<file path="src/rtl/led_sequence_ctrl_if.sv">
`default_nettype none
// ============================================================================
// Module      : led_sequence_ctrl_if
// Description : Command channel for the LED sequencer. One-word commands
//               move from the host to the sequencer over a valid/ready
//               handshake.
// Revision    : 1.0 - initial release
// ============================================================================
interface led_sequence_ctrl_if;
    logic       cmd_valid;
    logic       cmd_ready;
    logic [1:0] cmd_op;
    logic [1:0] cmd_mode;
    logic [1:0] cmd_speed;

    modport master (
        output cmd_valid,
        output cmd_op,
        output cmd_mode,
        output cmd_speed,
        input  cmd_ready
    );

    modport slave (
        input  cmd_valid,
        input  cmd_op,
        input  cmd_mode,
        input  cmd_speed,
        output cmd_ready
    );
endinterface
`default_nettype wire

</file>
<file path="src/rtl/led_sequence_ctrl.sv">
`default_nettype none
// ============================================================================
// Module      : led_sequence_ctrl
// Description : Command-driven 8-bit LED chaser. Holds the step prescaler,
//               the pattern register and an IDLE/LOAD/RUN/PAUSE controller.
// Revision    : 1.0 - initial release
// ============================================================================
module led_sequence_ctrl #(
    parameter logic [23:0] TICK_COUNT = 24'd10_000_000
) (
    input  wire logic           clk,
    input  wire logic           reset,
    led_sequence_ctrl_if.slave  cmd,
    output logic [7:0]          led_out,
    output logic                step,
    output logic [7:0]          step_count,
    output logic                running
);

    localparam logic [1:0] c_ST_IDLE  = 2'd0;
    localparam logic [1:0] c_ST_LOAD  = 2'd1;
    localparam logic [1:0] c_ST_RUN   = 2'd2;
    localparam logic [1:0] c_ST_PAUSE = 2'd3;

    localparam logic [1:0] c_OP_START  = 2'd0;
    localparam logic [1:0] c_OP_PAUSE  = 2'd1;
    localparam logic [1:0] c_OP_RESUME = 2'd2;
    localparam logic [1:0] c_OP_STOP   = 2'd3;

    localparam logic [1:0] c_MODE_BLINK = 2'd3;

    logic [1:0]  r_state;
    logic [1:0]  w_next_state;
    logic [1:0]  r_mode;
    logic [1:0]  r_speed;
    logic        r_dir;
    logic [23:0] r_presc;
    logic [7:0]  r_led;
    logic        r_step;
    logic [7:0]  r_step_count;

    logic        w_accept;
    logic        w_start;
    logic        w_stop;
    logic        w_pause;
    logic        w_resume;
    logic        w_advance;
    logic        w_step_due;
    logic [23:0] w_shifted;
    logic [23:0] w_limit;
    logic [7:0]  w_seed;
    logic [7:0]  w_next_led;
    logic        w_next_dir;

    // Handshake decode; cmd_ready itself comes only from the state register.
    assign w_accept = cmd.cmd_valid && cmd.cmd_ready;
    assign w_start  = w_accept && (cmd.cmd_op == c_OP_START);
    assign w_stop   = w_accept && (cmd.cmd_op == c_OP_STOP);
    assign w_pause  = w_accept && (cmd.cmd_op == c_OP_PAUSE)  && (r_state == c_ST_RUN);
    assign w_resume = w_accept && (cmd.cmd_op == c_OP_RESUME) && (r_state == c_ST_PAUSE);

    // Step period; speeds that shift the count to zero are clamped to one cycle.
    assign w_shifted  = TICK_COUNT >> r_speed;
    assign w_limit    = (w_shifted == 24'd0) ? 24'd1 : w_shifted;
    assign w_step_due = (r_presc == (w_limit - 24'd1));

    // A RUN cycle advances the pattern timer unless a command takes over the edge.
    assign w_advance = (r_state == c_ST_RUN) && !w_start && !w_stop && !w_pause;

    assign w_seed = (r_mode == c_MODE_BLINK) ? 8'h00 : 8'hFE;

    // State register.
    always_ff @(posedge clk) begin
        if (reset) begin
            r_state <= c_ST_IDLE;
        end else begin
            r_state <= w_next_state;
        end
    end

    // Next-state logic: an accepted command beats the LOAD->RUN hand-off.
    always_comb begin
        w_next_state = r_state;
        if (w_start) begin
            w_next_state = c_ST_LOAD;
        end else if (w_stop) begin
            w_next_state = c_ST_IDLE;
        end else if (w_pause) begin
            w_next_state = c_ST_PAUSE;
        end else if (w_resume) begin
            w_next_state = c_ST_RUN;
        end else if (r_state == c_ST_LOAD) begin
            w_next_state = c_ST_RUN;
        end
    end

    // State-decoded outputs.
    always_comb begin
        cmd.cmd_ready = (r_state != c_ST_LOAD);
        running       = (r_state == c_ST_RUN);
    end

    // Next pattern and bounce direction for the currently latched mode.
    always_comb begin
        w_next_led = r_led;
        w_next_dir = r_dir;
        case (r_mode)
            2'd0: w_next_led = {r_led[6:0], r_led[7]};
            2'd1: w_next_led = {r_led[0], r_led[7:1]};
            2'd2: begin
                if (!r_dir && !r_led[7]) begin
                    w_next_dir = 1'b1;
                    w_next_led = {r_led[0], r_led[7:1]};
                end else if (r_dir && !r_led[0]) begin
                    w_next_dir = 1'b0;
                    w_next_led = {r_led[6:0], r_led[7]};
                end else if (r_dir) begin
                    w_next_led = {r_led[0], r_led[7:1]};
                end else begin
                    w_next_led = {r_led[6:0], r_led[7]};
                end
            end
            default: w_next_led = ~r_led;
        endcase
    end

    // Datapath: command side effects, seeding, prescaler and pattern stepping.
    always_ff @(posedge clk) begin
        if (reset) begin
            r_mode       <= 2'd0;
            r_speed      <= 2'd0;
            r_dir        <= 1'b0;
            r_presc      <= 24'd0;
            r_led        <= 8'h00;
            r_step       <= 1'b0;
            r_step_count <= 8'd0;
        end else begin
            r_step <= 1'b0;
            if (w_start) begin
                r_mode       <= cmd.cmd_mode;
                r_speed      <= cmd.cmd_speed;
                r_presc      <= 24'd0;
                r_step_count <= 8'd0;
            end else if (w_stop) begin
                r_led   <= 8'h00;
                r_presc <= 24'd0;
            end else if (r_state == c_ST_LOAD) begin
                r_led <= w_seed;
                r_dir <= 1'b0;
            end else if (w_advance) begin
                if (w_step_due) begin
                    r_presc      <= 24'd0;
                    r_led        <= w_next_led;
                    r_dir        <= w_next_dir;
                    r_step       <= 1'b1;
                    r_step_count <= r_step_count + 8'd1;
                end else begin
                    r_presc <= r_presc + 24'd1;
                end
            end
        end
    end

    assign led_out    = r_led;
    assign step       = r_step;
    assign step_count = r_step_count;

endmodule
`default_nettype wire
</file>
<file path="src/flat_wrapper.sv">
// flat-port wrapper written by rule: the top's interface ports become plain ports
module led_sequence_ctrl_flat 
#(
    parameter logic [23:0] TICK_COUNT = 24'd10_000_000
)
  (clk, reset, led_out, step, step_count, running, cmd_cmd_valid, cmd_cmd_op, cmd_cmd_mode, cmd_cmd_speed, cmd_cmd_ready);
  led_sequence_ctrl_if cmd_i ();
  input  wire logic clk;
  input  wire logic reset;
  output logic [7:0] led_out;
  output logic step;
  output logic [7:0] step_count;
  output logic running;
  input wire logic [$bits(cmd_i.cmd_valid)-1:0] cmd_cmd_valid;
  input wire logic [$bits(cmd_i.cmd_op)-1:0] cmd_cmd_op;
  input wire logic [$bits(cmd_i.cmd_mode)-1:0] cmd_cmd_mode;
  input wire logic [$bits(cmd_i.cmd_speed)-1:0] cmd_cmd_speed;
  output wire logic [$bits(cmd_i.cmd_ready)-1:0] cmd_cmd_ready;
  assign cmd_i.cmd_valid = cmd_cmd_valid;
  assign cmd_i.cmd_op = cmd_cmd_op;
  assign cmd_i.cmd_mode = cmd_cmd_mode;
  assign cmd_i.cmd_speed = cmd_cmd_speed;
  assign cmd_cmd_ready = cmd_i.cmd_ready;
  led_sequence_ctrl #(.TICK_COUNT(TICK_COUNT)) u_core (.clk(clk), .reset(reset), .cmd(cmd_i), .led_out(led_out), .step(step), .step_count(step_count), .running(running));
endmodule
</file>
<file path="config.mk">
export PLATFORM = sky130hd
export DESIGN_NAME = led_sequence_ctrl_flat
export DESIGN_NICKNAME = d
export VERILOG_FILES = /design/src/rtl/led_sequence_ctrl_if.sv /design/src/rtl/led_sequence_ctrl.sv /design/src/flat_wrapper.sv
export SDC_FILE = /design/constraint.sdc
export NUM_CORES = 1
export LEC_CHECK = 0
export ABC_AREA = 0
export CORE_MARGIN = 2
export CORE_UTILIZATION = 50
export DETAILED_ROUTE_END_ITERATION = 16
export GPL_TIMING_DRIVEN = 1
export PLACE_DENSITY = 0.78
export SETUP_SLACK_MARGIN = 0.4
export SYNTH_ARGS = -nofsm -noshare
export SYNTH_HDL_FRONTEND = slang
export SYNTH_SLANG_ARGS = --single-unit
</file>
<file path="constraint.sdc">
create_clock -name clk -period 7.56 [get_ports clk]
set_input_delay 0.756 -clock clk [delete_from_list [all_inputs] [get_ports clk]]
set_output_delay 0.756 -clock clk [all_outputs]
set_load 0.1 [all_outputs]
</file>
Word level (Yosys, flattened, before mapping)
Index checks and enable logic that the tools add are counted.
- logic and storage cells: 88
- bits in registers: 48
- output and inout port bits: 19
- input bits: 9
- eq/ne operators: 11
- $add $sub $neg: 3
- reduce and logical (&&, ||, !) cells: 36
- shifts and indexed selects: 1
- mux-type cells: 23
- bitwise logic cells: 5
- operators with widths (kind ; count):
    $mux 8 ; 8
    $mux 24 ; 2
    $add 24x1->24 const B ; 1
    $eq 24x24->1 ; 1
    $logic_not 24->1 ; 1
    $pmux 8 s3 ; 1
    $shr 24x2->24 const A ; 1
    $sub 24x1->24 const B ; 1
    $eq 2x2->1 const B ; 6
    $logic_and 1x1->1 ; 12
    $reduce_bool 3->1 ; 4
    $mux 1 ; 9
    $add 8x1->8 const B ; 1
    $not 8->8 ; 1
    $eq 2x1->1 const B ; 3
    $logic_not 1->1 ; 6
    $mux 2 ; 3
    $reduce_and 6->1 ; 1
    $reduce_bool 2->1 ; 3
    $reduce_bool 5->1 ; 1
    $reduce_or 5->1 ; 1
    $logic_not 2->1 ; 2
    $not 1->1 ; 4
    $reduce_and 4->1 ; 1
    5 further kinds ; 5

Logic depth before layout (Yosys ltp)
Gate-level depths: netlist (run 1).
- depth in word-level cells: 10
- mapped depth: 10
- mapped depth without buffers: 8

Least setup slack after synthesis (run 1)
No wires, ideal clock.
- path type: register to register
- start: register u_core.r_speed[0]
- end: register u_core.r_step_count[5] (netlist: u_core.step_count[5])
- cell stages (with the launch flop): 10
- slack: 4.838 ns
- arrival time: 2.651 ns
- data required time: 7.488 ns
- path through: dfxtp_1 > inv_1 > ha_1 > or3_4 > nor4_2 > o31a_2 > o2111ai_2 > buf_6 > or4_1 > a21oi_1
- word-level cells in the longest chain between the ends: 6
- RTL lines (element ; RTL line ; RTL):
    start: declaration ; led_sequence_ctrl.sv:35 ; logic [1:0] r_speed;
    start signal: assignment ; led_sequence_ctrl.sv:141 ; r_speed <= cmd.cmd_speed;
    $shr 24x2->24 * ; led_sequence_ctrl.sv:63 ; assign w_shifted = TICK_COUNT >> r_speed;
    $logic_not 24->1 ; led_sequence_ctrl.sv:64 ; assign w_limit = (w_shifted == 24'd0) ? 24'd1 : w_shifted;
    $mux 24 * ; led_sequence_ctrl.sv:64 ;
    $sub 24x1->24 * ; led_sequence_ctrl.sv:65 ; assign w_step_due = (r_presc == (w_limit - 24'd1));
    $eq 24x24->1 * ; led_sequence_ctrl.sv:65 ;
    $reduce_and 4->1 (no line) * ; -- ;
    end signal: assignment ; led_sequence_ctrl.sv:156 ; r_step_count <= r_step_count + 8'd1;
    end: declaration ; led_sequence_ctrl.sv:40 ; logic [7:0] r_step_count;
Mark *: on every way between the ends. The rest lies on a longest branch, timed or not.
A chain may end at the register's enable or synchronous reset.

Worst setup path after layout (run 1)
- start: register u_core.r_speed[1]
- end: register u_core.r_presc[10]
- word-level cells in the longest chain between the ends: 6
- RTL lines (element ; RTL line ; RTL):
    $shr 24x2->24 * ; led_sequence_ctrl.sv:63 ;
    $logic_not 24->1 ; led_sequence_ctrl.sv:64 ;
    $mux 24 * ; led_sequence_ctrl.sv:64 ;
    $sub 24x1->24 * ; led_sequence_ctrl.sv:65 ;
    $eq 24x24->1 * ; led_sequence_ctrl.sv:65 ;
    $mux 24 * ; led_sequence_ctrl.sv:151 ; if (w_step_due) begin
    end signal: assignment ; led_sequence_ctrl.sv:158 ; r_presc <= r_presc + 24'd1;
    end: declaration ; led_sequence_ctrl.sv:37 ; logic [23:0] r_presc;
Marks and branches as above.

==> results of run 1 <==
[layer usage]
layer	global-route usage, %	vias up	share of wire (%)
li1	-	1318	-
met1	28.65	1215	49
met2	34.08	57	45
met3	2.778	10	4.6
met4	8.305	0	1.7
met5	0	-	0
[cell type report]
cell class	instances	share of cell area (%)
Sequential cell	48	28.66
Inverter	15	1.679
Clock inverter	1	0.8955
Clock buffer	7	2.873
Timing Repair Buffer	27	8.060
Multi-Input combinational cell	282	55.15
Tap cell	72	2.687
[cells in the mapped netlist (4+ instances only)]
library cell	instances	area share, %
nor3_1	16	2.7
nand2b_1	4	0.85
clkbuf_1	16	2.0
a21oi_1	18	3.1
dfxtp_1	48	33
inv_1	15	1.9
xor2_1	12	3.6
nand2_1	27	3.4
ha_1	10	4.2
mux2i_1	13	4.4
and3_1	9	1.9
nand4_1	4	0.85
xnor2_1	18	5.4
o31ai_1	6	1.5
or4_1	6	1.5
nor2_1	47	6.0
or3_1	7	1.5
nor2b_1	4	0.85
o21ai_0	13	2.2
nand3_1	20	3.4
[power by group through the flow]
stage | logic, mW | clock network [mW] | registers (mW)
after global placement | 0.0556 | 0 | 0.268
after CTS | 0.0564 | 0.206 | 0.262
after global routing | 0.0609 | 0.214 | 0.263
final | 0.0564 | 0.203 | 0.262
after floorplan | 0.0326 | 0 | 0.276
after detailed placement | 0.0560 | 0 | 0.268
[worst max-delay path, delay by kind of cell (launching register included)]
family	cells	cell delay (ns)
adders and majority gates	1	0.37
AOI/OAI and AO/OA	3	1.21
and+or+nand+nor	3	1.35
DFF	1	0.56
buffers and inverters	1	0.17
[stage by stage]
| step | instances | util, % | setup WS (ns) | total power [mW] |
|---|---|---|---|---|
| after floorplan | 364 | - | 4.838 | 0.3086 |
| after global placement | 444 | 57.54 | 3.932 | 0.3233 |
| after detailed placement | 444 | 57.54 | 3.789 | 0.3237 |
| after CTS | 452 | 59.79 | 3.815 | 0.5238 |
| after global routing | 452 | 59.79 | 3.556 | 0.5376 |
| final | 452 | 59.79 | 3.798 | 0.5213 |
[sequential cells by signal, summed over array words and instances, names as in the netlist]
| signal | count |
|---|---|
| u_core.led_out | 8 |
| u_core.r_dir | 1 |
| u_core.r_mode | 2 |
| u_core.r_presc | 24 |
| u_core.r_speed | 2 |
| u_core.r_state | 2 |
| u_core.step | 1 |
| u_core.step_count | 8 |
[cells by family (layout without fill, tap and decap cells)]
kind of cell               after synthesis  in the layout  synth area share [%]
buffers and inverters                   34             50                 4.628
DFF                                     48             48                 32.61
and+or+nand+nor                        162            162                 28.83
xor gates and xnor gates                30             30                 8.917
adders and majority gates               10             10                 4.246
AOI/OAI and AO/OA                       63             63                 14.44
muxes                                   17             17                 6.327
[worst min path at each step]
stage | to | slack, ns
after global routing | u_core.step_count[7] | 0.53
final | u_core.step_count[7] | 0.49
after floorplan | u_core.r_state[1] | 0.46
after global placement | u_core.step_count[7] | 0.47
after detailed placement | u_core.step_count[7] | 0.48
after CTS | u_core.step_count[7] | 0.49
==> metrics, run 1 <==
hold depth=2; # DRC=0; Worst slew margin=35.11%; initial antenna violation count=0; class of the worst hold path=register to register; Syn. warnings=0; die width=80.77 um; Reg-to-Reg End=u_core.r_presc[10]; layout cell share with drive strength beyond 1=6.053%; critical path endpoint category=register; CP endpoint=u_core.r_presc[10]; post-CTS setup buffer count=0; count of final max-slew check failures=0; vias post-DR=2600; Finished Cell Area=0.003353 mm^2; Final Hold Viols=0; Port Buffers=27; clock latency reported for the late side of the worst-skew pair=0.31 ns; total gr overflow=0; TritonCTS Buffers=5; post-CTS sizing=0; minimum clock period=3.762 ns; pwr dens=155.5 mW/mm^2; #FFs+latches synth=48; Slew @ Worst Pin=0.9703 ns; Main synth FF type=dfxtp_1; Crit Path Max Fanout=24; worst r2r src=u_core.r_speed[1]; Clock Skew=0.005664 ns; Synth-to-Final Area Change=13.80%; core area=0.005608 mm^2; H-Tree Depth=2; Sw Ratio=24.89%; Pleak=1.147 nW; CP startpoint=u_core.r_speed[1]; Setup TNS=0 ns; unrepaired setup endpoints after global routing=false; DR pass1 iterations=4; DIE AREA=0.006523 mm^2; number of I/O pins=28; commonest non-fill, non-tap cells in the layout=dfxtp_1, nor2_1, nand2_1, clkdlybuf4s50_1, nand3_1; vias in the first global route=2408; first-pass GRT wire length=10900 um; Worst Hold Launch=u_core.step_count[7]; Avg Inst Size Synth=8.095 um^2; Synth async-reset ratio=0%; status=finished, final reports clean; # nets final=398; vias per inst=5.752; Gate Count Post-Synth=364; Seq/Total Area, Yosys=32.61%; clock slew at reported path FFs=0.08 ns; Post-Route WL=6326 um; WHS=0.4929 ns; Net Count, Synth=383; crit share post-route=49.76%; area occupied by registers=960.9 um^2; Reg power frac=50.2%; Placer Congestion=0.8015; Arr. time, crit path=3.99 ns; CP required=7.79 ns; initial core utilization=52.54%; most frequent standard cell in the layout excluding fill and tap cells=dfxtp_1; Critical Path Start Type=register; clock buffer depth=2; Clk pwr share=39.0%; Psw=129.8 uW; largest net degree at the start of global routing=26; worst ir drop on vdd=0.09782 mV; CTS tree=done; Placed Area=0.003227 mm^2; Die Y=80.77 um; diodes inserted=0; routed length per placed instance=14.00 um; flop2flop setup slack=3.80 ns; internal power=391.6 uW; Mapped Area=0.002947 mm^2; fmax=0.2658 GHz; worst reg-to-reg path cell count=8; num rows=27; critical path's largest stage delay=0.70 ns; Fill cells=510; clk sinks=48; Final ANT Viol Nets=0; crit path cell chain=inv_1, ha_1, or3_4, o21a_1, o31a_2, o2111ai_2, nand2_1, nor2_1; Max stage delay cell, worst path=nand2_1; count of cell types in the netlist=54; DRC marker count from the first detailed-route iteration=153; CP Class=register to register; total global-route track usage=21.07%; CTS Root Cell=clkbuf_8; Multi-input gate area=0.001849 mm^2; detailed placer's ending HPWL=4473 um; hold_buf cts=0; max-cap viol count=0; final setup vio count=0; Post-synth EDFFs=0; Logic pwr share=10.8%
Power figures use the tool's default switching activity.
==> run 2: changes to the inputs <==
--- a/config.mk
+++ b/config.mk
@@ -10,7 +10,7 @@
 export CORE_UTILIZATION = 50
 export DETAILED_ROUTE_END_ITERATION = 16
 export GPL_TIMING_DRIVEN = 1
-export PLACE_DENSITY = 0.78
+export PLACE_DENSITY = 0.81
 export SETUP_SLACK_MARGIN = 0.4
 export SYNTH_ARGS = -nofsm -noshare
 export SYNTH_HDL_FRONTEND = slang
==> constraint.sdc (replaced) <==
create_clock -name clk -period 3.35 [get_ports clk]
set_input_delay 0.335 -clock clk [delete_from_list [all_inputs] [get_ports clk]]
set_output_delay 0.335 -clock clk [all_outputs]
set_load 0.1 [all_outputs]
==> metrics, run 2 (synthesis gave the netlist of run 1 again) <==
detailed placer's ending HPWL=4758 um; H-Tree Depth=2; Placer Congestion=0.8935; unrepaired setup endpoints after global routing=false; layout cell share with drive strength beyond 1=9.898%; CTS tree=done; Synth-to-Final Area Change=18.51%; # nets final=412; number of I/O pins=28; crit share post-route=87.73%; Final Non-Filler Cells=466; final setup vio count=0; Setup WS post-layout=0.4111 ns; critical path endpoint category=register; largest net degree at the start of global routing=26; commonest non-fill, non-tap cells in the layout=nor2_1, dfxtp_1, nand2_1, clkdlybuf4s50_1, nand3_1; Setup TNS=0 ns; count of final max-slew check failures=0; Bufs and invs on worst path=2; Post-Route Utilization=62.27%; Worst slew margin=34.95%; hold_buf cts=0; Reg with most FFs=u_core.r_presc; total global-route track usage=22.44%; total gr overflow=0; vias per inst=5.955; minimum clock period=2.939 ns; CP required=3.58 ns; vias in the first global route=2515; Port Buffers=27; class of the worst hold path=register to register; pwr dens=330.6 mW/mm^2; die width=80.77 um; Die Y=80.77 um; critical path's largest stage delay=0.46 ns; first-pass GRT wire length=11650 um; CP Class=register to register; # DRC=0; num rows=27; initial core utilization=52.54%; routed length per placed instance=15.50 um; diodes inserted=0; DR pass1 iterations=6; fmax=0.3403 GHz; initial antenna violation count=0; Clock Skew=0.007869 ns; Final ANT Viol Nets=0; Post-Route WL=7224 um; vias post-DR=2775; cell count after placement=451; Slew @ Worst Pin=0.9727 ns; CP delay by family, top=simple AND/OR/NAND/NOR gates; max-cap viol count=0; clock latency reported for the late side of the worst-skew pair=0.30 ns; Crit Path Max Fanout=8; DRC marker count from the first detailed-route iteration=211; max reg flops=24; Pleak=1.208 nW; Final Hold Viols=0; CTS Root Cell=clkbuf_8; status=finished, final reports clean; Max stage delay cell, worst path=or4_1; clock slew at reported path FFs=0.09 ns; crit path cell chain=clkinvlp_4, ha_4, or3_4, o21a_1, nor4_4, o2111ai_4, buf_6, or4_1, a21oi_1; WHS=0.4893 ns; Critical Path Start Type=register; core area=0.005608 mm^2; clock buffer depth=2; TritonCTS Buffers=5; clk sinks=48; DIE AREA=0.006523 mm^2; dpl ws=0.2136 ns; worst ir drop on vdd=0.1882 mV; Arr. time, crit path=3.17 ns
==> run 2: changes by cell type in the layout (fill, tap and decap cells not counted), sizes merged <==
cell,change
buf,+14
clkbuf,-1
clkinv,+1
clkinvlp,+1
inv,-1
==> run 2: path summary, 6_finish.rpt <==
check / end / start / cells past startpoint / slack, ns
worst min register to register: u_core.step_count[7] / u_core.step_count[7] / 2 / 0.49
worst max register to register: u_core.step_count[6] / u_core.r_speed[0] / 9 / 0.41
worst min-delay path: u_core.step_count[7] / u_core.step_count[7] / 2 / 0.49
worst max-delay path: u_core.step_count[6] / u_core.r_speed[0] / 9 / 0.41
==> run 2: per-stage QoR <==
stage / total power, mW / area (um^2)
after floorplan: 0.6964 / 2947
after global routing: 1.195 / 3492
final: 1.154 / 3492
after detailed placement: 0.7342 / 3279
after global placement: 0.7318 / 3279
after CTS: 1.153 / 3417
==> run 2: layout make-up <==
class	instances	area (um^2)
Fill cell	481	2116
Multi-Input combinational cell	282	1891
Sequential cell	48	964.7
Timing Repair Buffer	41	379.1
Tap cell	72	90.09
Clock buffer	6	72.57
Inverter	15	60.06
Clock inverter	2	35.03
==> run 2: repair_timing <==
item | in CTS | in global routing
resized for setup | 4 | 5
cloned | 0 | 0
pin swaps | 1 | 2
buffers inserted | 0 | 7
setup endpoints to repair | 35 | 31
==> run 2: power breakdown <==
group          total (mW)  switching, mW  internal [mW]
logic               0.142         0.0903         0.0516
clock network       0.423          0.201          0.222
registers           0.590         0.0137          0.576
total                1.15          0.305          0.849
==> run 2: worst min-delay path, stage by stage, from the launching register on <==
cell     delay, ns
dfxtp_1       0.33
o31ai_1       0.06
a21oi_1       0.05
==> run 2: layer usage <==
metal	track usage (%)	up-vias	wire (um)
li1	-	1346	-
met4	7.966	0	153
met3	3.889	19	453
met1	29.94	1290	3136
met2	36.67	120	3480
met5	0	-	0
==> run 3: changes to the inputs <==
--- a/config.mk
+++ b/config.mk
@@ -8,6 +8,7 @@
 export ABC_AREA = 0
 export CORE_MARGIN = 2
 export CORE_UTILIZATION = 50
+export CTS_BUF_LIST = sky130_fd_sc_hd__clkbuf_4 sky130_fd_sc_hd__clkbuf_8
 export DETAILED_ROUTE_END_ITERATION = 16
 export GPL_TIMING_DRIVEN = 1
 export PLACE_DENSITY = 0.81
==> metrics, run 3 (synthesis gave the netlist of run 1 again) <==
status=finished, final reports clean; first-pass GRT wire length=11670 um; critical path endpoint category=register; Port Buffers=27; DR pass1 iterations=5; Final ANT Viol Nets=0; CP required=3.59 ns; Crit Path Max Fanout=8; CTS tree=done; number of I/O pins=28; worst r2r src=u_core.r_speed[0]; detailed placer's ending HPWL=4758 um; minimum clock period=2.935 ns; count of final max-slew check failures=0; Slew @ Worst Pin=0.9722 ns; vias in the first global route=2526; num rows=27; pwr dens=332.7 mW/mm^2; # nets final=412; vias post-DR=2776; largest net degree at the start of global routing=26; met2 wire length=3431 um; class of the worst hold path=register to register; TritonCTS Buffers=5; CP Class=register to register; initial antenna violation count=0; fmax=0.3407 GHz; Clock Skew=0.006519 ns; die width=80.77 um; Post-Route WL=7221 um; diodes inserted=0; Placed Area=0.003279 mm^2; DRC marker count from the first detailed-route iteration=202; routed length per placed instance=15.50 um; clock buffer depth=2; initial core utilization=52.54%; hold endpoint=u_core.step_count[7]; Worst slew margin=34.98%; layout cell share with drive strength beyond 1=10.15%; CTS Root Cell=clkbuf_8; worst reg-to-reg path cell count=9; Worst Hold Launch=u_core.step_count[7]; Multi-input gate area=0.001891 mm^2; max-cap viol count=0; Reg with most FFs=u_core.r_presc; flop2flop setup slack=0.42 ns; commonest non-fill, non-tap cells in the layout=nor2_1, dfxtp_1, nand2_1, clkdlybuf4s50_1, nand3_1; Die Y=80.77 um; vias per inst=5.957; uppermost routed layer=met4; PnR Total Power=1.163 mW; hold depth=2; final setup vio count=0; clk sinks=48; wire length on met1=3196 um; core area=0.005608 mm^2; Arr. time, crit path=3.17 ns; # DRC=0; Setup TNS=0 ns; area occupied by registers=964.7 um^2; unrepaired setup endpoints after global routing=false; total gr overflow=0; Critical Path Start Type=register; Synth-to-Final Area Change=18.64%; clock slew at reported path FFs=0.09 ns; Reg-to-Reg End=u_core.step_count[6]; Finished Cell Area=0.003496 mm^2; met3 WL post-DR=447 um; clock latency reported for the late side of the worst-skew pair=0.30 ns; Placer Congestion=0.8935; Final Hold Viols=0; DIE AREA=0.006523 mm^2; crit share post-route=87.61%; Fill cells=483; Pleak=1.212 nW; worst ir drop on vdd=0.1884 mV; total global-route track usage=22.49%; max reg flops=24; H-Tree Depth=2
==> run 3: through the flow <==
step | utilization [%] | instances | hold WS [ns] | worst slack [ns]
finish | 62.34 | 466 | 0.4890 | 0.4150
global route | 62.34 | 466 | 0.5314 | 0.3399
CTS | 61.00 | 459 | 0.4871 | 0.4072
detailed placement | 58.48 | 451 | 0.4727 | 0.2136
global placement | 58.48 | 451 | 0.4718 | 0.3532
floorplan | - | 364 | 0.4135 | 0.6278
==> run 3: final cells by class <==
type / instances / share of cell area [%]
Tap cell: 72 / 2.577
Timing Repair Buffer: 41 / 10.84
Clock buffer: 6 / 2.183
Inverter: 15 / 1.718
Sequential cell: 48 / 27.59
Clock inverter: 2 / 1.002
Multi-Input combinational cell: 282 / 54.08
==> run 3: where the power goes <==
group	internal (mW)	switching (mW)	total, mW
registers	0.576	0.0139	0.590
logic	0.0516	0.0911	0.143
clock network	0.230	0.201	0.431
total	0.857	0.306	1.16
==> run 3: timing repair <==
action,4_1_cts,5_1_grt
pin swaps,1,2
buffers inserted,0,7
resized for setup,4,5
setup endpoints to repair,35,31
hold buffers,0,0
==> run 3: worst max-delay path: stages, from the launching register on <==
cell and delay (ns):
dfxtp_4 0.39, clkinvlp_4 0.14, ha_4 0.27, or3_4 0.39, o21a_1 0.22, nor4_4 0.40, o2111ai_4 0.23, buf_6 0.22
or4_1 0.46, a21oi_1 0.15
==> run 3: how the worst max path moves through the flow <==
stage / from / end / slack [ns] / depth (start not counted)
2_1_floorplan: u_core.r_speed[0] / u_core.step_count[5] / 0.63 / 9
3_3_place_gp: u_core.r_speed[0] / u_core.r_dir / 0.35 / 8
3_5_place_dp: u_core.r_speed[0] / u_core.r_dir / 0.21 / 8
4_1_cts: u_core.r_speed[0] / u_core.r_dir / 0.41 / 8
5_1_grt: u_core.r_speed[0] / u_core.step_count[6] / 0.34 / 9
6_report: u_core.r_speed[0] / u_core.step_count[6] / 0.42 / 9
==> run 3: routing by layer <==
metal | vias to the layer above | GRT usage [%]
met2 | 114 | 36.67
met5 | - | 0
li1 | 1345 | -
met3 | 19 | 3.889
met4 | 0 | 7.966
met1 | 1298 | 30.08
